## config.mk

```make
export PLATFORM = sky130hd
export DESIGN_NAME = sid_audio_i2s_tx
export DESIGN_NICKNAME = d
export VERILOG_FILES = /design/src/rtl/sid_audio_pkg.sv /design/src/rtl/sid_i2s_clkgen.sv /design/src/rtl/sid_audio_i2s_tx.sv
export SDC_FILE = /design/constraint.sdc
export NUM_CORES = 1
export LEC_CHECK = 0
export CORE_ASPECT_RATIO = 1.5
export CORE_MARGIN = 1
export CORE_UTILIZATION = 35
export DETAILED_ROUTE_END_ITERATION = 8
export PLACE_DENSITY = 0.53
export SLEW_MARGIN = 20
export SYNTH_ARGS = -nofsm -noshare
export SYNTH_HDL_FRONTEND = slang
export SYNTH_HIERARCHICAL = 1
export SYNTH_SLANG_ARGS = --single-unit
```

## constraint.sdc

```tcl
create_clock -name clk_sys -period 2.65 [get_ports clk_sys]
set_clock_uncertainty 0.2 [all_clocks]
set_input_delay 0.265 -clock clk_sys [delete_from_list [all_inputs] [get_ports clk_sys]]
set_output_delay 0.265 -clock clk_sys [all_outputs]
set_load 0.05 [all_outputs]
```

## src/rtl/sid_audio_pkg.sv

```systemverilog
// Shared widths, defaults and sample conversion for the SID audio I2S transmitter.
package sid_audio_pkg;

  localparam int AUDIO_W       = 16;
  localparam int IDX_W         = $clog2(AUDIO_W);
  localparam int I2S_CLK_DIV   = 8;
  localparam int I2S_SLOT_BITS = 32;
  localparam int FRAME_BITS    = 2 * I2S_SLOT_BITS;

  typedef enum logic {
    SLOT_LEFT  = 1'b0,
    SLOT_RIGHT = 1'b1
  } slot_e;

  // Offset-binary midscale 0x8000 becomes two's-complement zero.
  function automatic logic [AUDIO_W-1:0] offset_to_twos(input logic [AUDIO_W-1:0] s);
    return {~s[AUDIO_W-1], s[AUDIO_W-2:0]};
  endfunction

endpackage

```

## src/rtl/sid_i2s_clkgen.sv

```systemverilog
// Divides clk_sys into the I2S bit clock and flags the cycle on which bclk falls.
module sid_i2s_clkgen
  import sid_audio_pkg::*;
#(
  parameter int CLK_DIV = I2S_CLK_DIV
) (
  input  logic clk_sys,
  input  logic clear,
  output logic bclk,
  output logic fall_tick
);

  localparam int DIV_W = $clog2(CLK_DIV);

  logic [DIV_W-1:0] div_cnt;
  logic             wrap;

  assign wrap      = (div_cnt == DIV_W'(CLK_DIV - 1));
  assign fall_tick = wrap & bclk;

  always_ff @(posedge clk_sys) begin
    if (clear) begin
      div_cnt <= '0;
      bclk    <= 1'b0;
    end else begin
      div_cnt <= wrap ? '0 : div_cnt + 1'b1;
      bclk    <= bclk ^ wrap;
    end
  end

endmodule

```

## src/rtl/sid_audio_i2s_tx.sv

```systemverilog
// Latches SID stereo PCM once per frame and shifts it out as Philips I2S.
module sid_audio_i2s_tx
  import sid_audio_pkg::*;
#(
  parameter int CLK_DIV    = I2S_CLK_DIV,
  parameter int SLOT_BITS  = I2S_SLOT_BITS,
  parameter bit OFFSET_BIN = 1'b1
) (
  input  logic               clk_sys,
  input  logic               rst,
  input  logic               enable,
  input  logic               mute,
  input  logic [AUDIO_W-1:0] audio_l,
  input  logic [AUDIO_W-1:0] audio_r,
  output logic               i2s_bclk,
  output logic               i2s_lrclk,
  output logic               i2s_sd,
  output logic               sample_req
);

  localparam int FRAME_W = 2 * SLOT_BITS;
  localparam int BIT_W   = $clog2(FRAME_W);

  logic               clear;
  logic               fall_tick;
  logic [BIT_W-1:0]   bit_cnt;
  logic [BIT_W-1:0]   bit_next;
  logic [BIT_W-1:0]   slot_pos;
  logic [IDX_W-1:0]   bit_idx;
  logic [AUDIO_W-1:0] shadow_l;
  logic [AUDIO_W-1:0] shadow_r;
  logic [AUDIO_W-1:0] conv_l;
  logic [AUDIO_W-1:0] conv_r;
  logic [AUDIO_W-1:0] cur_sample;
  logic               sd_next;
  slot_e              slot_next;

  assign clear = rst | ~enable;

  sid_i2s_clkgen #(
    .CLK_DIV (CLK_DIV)
  ) u_clkgen (
    .clk_sys   (clk_sys),
    .clear     (clear),
    .bclk      (i2s_bclk),
    .fall_tick (fall_tick)
  );

  assign conv_l = OFFSET_BIN ? offset_to_twos(audio_l) : audio_l;
  assign conv_r = OFFSET_BIN ? offset_to_twos(audio_r) : audio_r;

  // Everything below is computed from the bit position the next fall tick moves to.
  always_comb begin
    bit_next   = (bit_cnt == BIT_W'(FRAME_W - 1)) ? '0 : bit_cnt + 1'b1;
    slot_next  = (bit_next >= BIT_W'(SLOT_BITS)) ? SLOT_RIGHT : SLOT_LEFT;
    slot_pos   = (slot_next == SLOT_RIGHT) ? bit_next - BIT_W'(SLOT_BITS) : bit_next;
    cur_sample = (slot_next == SLOT_RIGHT) ? shadow_r : shadow_l;
    bit_idx    = IDX_W'(BIT_W'(AUDIO_W) - slot_pos);
    sd_next    = 1'b0;
    if (slot_pos != '0 && slot_pos <= BIT_W'(AUDIO_W)) begin
      sd_next = cur_sample[bit_idx];
    end
  end

  // Position 0 of the frame is the I2S delay bit, so the freshly latched
  // shadow words are not read until the following fall tick.
  always_ff @(posedge clk_sys) begin
    if (clear) begin
      bit_cnt    <= BIT_W'(FRAME_W - 1);
      i2s_lrclk  <= 1'b0;
      i2s_sd     <= 1'b0;
      sample_req <= 1'b0;
      shadow_l   <= '0;
      shadow_r   <= '0;
    end else begin
      sample_req <= 1'b0;
      if (fall_tick) begin
        bit_cnt   <= bit_next;
        i2s_lrclk <= slot_next;
        i2s_sd    <= sd_next;
        if (bit_next == '0) begin
          shadow_l   <= mute ? '0 : conv_l;
          shadow_r   <= mute ? '0 : conv_r;
          sample_req <= 1'b1;
        end
      end
    end
  end

endmodule

```

==> metrics <==
ranking of synthesized cells by area dfxtp_1 42%, a22o_2 7.9%, a22o_1 6.1%; final core occ 46.0%; CTS resizes 0; hpwl dp 3650 um; Top FF cell, synth dfxtp_1; gr usage total 16.6%; R2R Path End shadow_r[14]$_SDFFE_PP0P_; Clock Sinks 45; # DRC 0; worst path bufs/invs 0; initial antenna violation count 0; clock buffer depth 2; Multi-input gate area 0.00110 mm^2; CP Max Fanout 16; reg2reg start u_clkgen/div_cnt[0]$_SDFF_PP0_; Slew @ Worst Pin 0.541 ns; reg2reg path depth 8; final setup margin 0.311 ns; final WL 5190 um; Die Ht 98.2 um; most frequent cell after synthesis dfxtp_1; Worst setup SP type flop; CTS tree done; row count 34; Hold Crit Class reg -> reg; leakage dissipation 1.09 nW; Final Slew Violations 0; root buffer cell clkbuf_8; cell family with most CP delay simple AND/OR/NAND/NOR gates; first-pass GRT wire length 8160 um; WP data required 2.70 ns; share of layout cells above drive strength 1 21.0%; Worst Setup SP u_clkgen/div_cnt[0]$_SDFF_PP0_; Layout area overhead 25.1%; Ys Warns 6; EDFF count, synth 0; Max stage delay on crit path 0.39 ns; Final Hold Vio Count 0; Max Clk Rate 428 MHz; crit end category flop; cells along the critical path ha_1, ha_1, ha_1, and3_1, and3_4, and2_4, nor2b_4, a22o_2; CTS HTree Levels 2; DR iter-0 viols 94; WP depth 8; Initial DRT Pass Iterations 5; Post-Syn Instances 211; vias per cell 5.44; FF/Latch Area 901 um^2; number of global-route vias before repair 1667; gpl congestion 0.825; syn_area_per_cell 10.2 um^2; I/O Buffers 39; Synth cell types 51; Worst path slowest cell nor2b_4; status finished, final reports clean; Seq cells post-synth 45; boundary pin count 40; minimum clock period 2.34 ns; pre-CTS setup slack 0.0734 ns; setup repair bufs after CTS 0; worst hold margin 0.226 ns; crit path capture shadow_r[14]$_SDFFE_PP0P_; CP most frequent cell ha_1; syn_nets 251; design area 0.00270 mm^2; Peak VDD IR 286 uV; crit path DAT 2.39 ns; gr ovfl total 0; Worst-path clk slew 0.09 ns; post-synth design cell area 0.00216 mm^2; largest net degree at the start of global routing 33; fin crit share 88.3%; Power Density 439 mW/mm^2; Core Area 0.00587 mm^2; number of antenna-violating nets in the routed design 0; RSZ-0062 raised after global routing no; Seq/Total Area, Yosys 41.7%; cts hold-fix bufs 0; clock latency on the worst-skew pair 0.31 ns; Crit Path Category reg -> reg; Area after DPL 0.00260 mm^2; area of the die 0.00649 mm^2; setup_tns 0 ns; DP Cell Count 315; CTS Buf Count 5; Die Width 66.1 um; PnR Total Power 1.19 mW; Post-synth top cells 45 x dfxtp_1, 17 x a22o_2, 15 x a22o_1; Starting Density 36.8%; max_cap viols 0; routed len/inst 16.0 um; number of nets in the layout 291; endpoints failing setup 0; R2R setup slack 0.31 ns; final cell count without fillers 324; ANT cells 0; vias 1762; top cell type's share of synthesized area 41.7%; Filler Cell Count 579; Max transition margin 63.7%; ys async rst share 0%; post-synth top area cell dfxtp_1
registers in the layout, indices dropped and copies added (netlist names):
| name | flops |
|---|---|
| bit_cnt | 6 |
| shadow_r | 16 |
| u_clkgen/div_cnt | 3 |
| u_clkgen/bclk | 1 |
| sample_req | 1 |
| i2s_sd | 1 |
| i2s_lrclk | 1 |
| shadow_l | 16 |
cell usage in the layout (no fill, tap or decap), types with 5 or more instances in the layout:
cell	count
buf_4	11
nand3_1	5
nand2_1	13
a22o_2	17
a31oi_1	6
clkbuf_8	5
a21oi_1	7
o21ai_0	11
a22o_1	15
clkdlybuf4s50_1	39
dfxtp_1	45
inv_1	6
mux2i_1	6
layer usage:
metal	global-route usage (%)	routed length, um	part of all wire, %
met4	7.04	97	1.9
met3	3.62	187	3.6
met2	28.0	2680	52
met5	0	0	0
met1	19.7	2230	43
worst min-delay path by stage:
stage | start | end | cells past startpoint | slack, ns
global route | u_clkgen/div_cnt[0]$_SDFF_PP0_ | u_clkgen/div_cnt[0]$_SDFF_PP0_ | 1 | 0.26
detailed placement | u_clkgen/div_cnt[0]$_SDFF_PP0_ | u_clkgen/div_cnt[0]$_SDFF_PP0_ | 1 | 0.22
global placement | u_clkgen/div_cnt[0]$_SDFF_PP0_ | u_clkgen/div_cnt[0]$_SDFF_PP0_ | 1 | 0.22
floorplan | audio_l[10] | shadow_l[10]$_SDFFE_PP0P_ | 1 | 0.19
finish | u_clkgen/div_cnt[0]$_SDFF_PP0_ | u_clkgen/div_cnt[0]$_SDFF_PP0_ | 1 | 0.23
CTS | u_clkgen/div_cnt[0]$_SDFF_PP0_ | u_clkgen/div_cnt[0]$_SDFF_PP0_ | 1 | 0.23
cells by family after synthesis:
logic type      Yosys count  synth area share [%]
compound gates           78                  28.5
xor+xnor                  3                  1.22
fa+ha+maj                 4                  2.32
buf+inv                  26                  8.00
flops                    45                  41.7
mux                      11                  5.91
simple gates             44                  12.3
cell type report:
type | count | area share (%)
Clock inverter | 3 | 0.787
Tap cell | 72 | 3.33
Sequential cell | 45 | 33.3
Inverter | 7 | 0.972
Multi-Input combinational cell | 141 | 40.8
Timing Repair Buffer | 51 | 18.2
Clock buffer | 5 | 2.55
power by group:
| group | internal (mW) | switching, mW |
|---|---|---|
| clock network | 0.187 | 0.250 |
| registers | 0.677 | 0.000607 |
| logic | 0.0509 | 0.0215 |
| total | 0.915 | 0.272 |
Power figures use the tool's default switching activity.
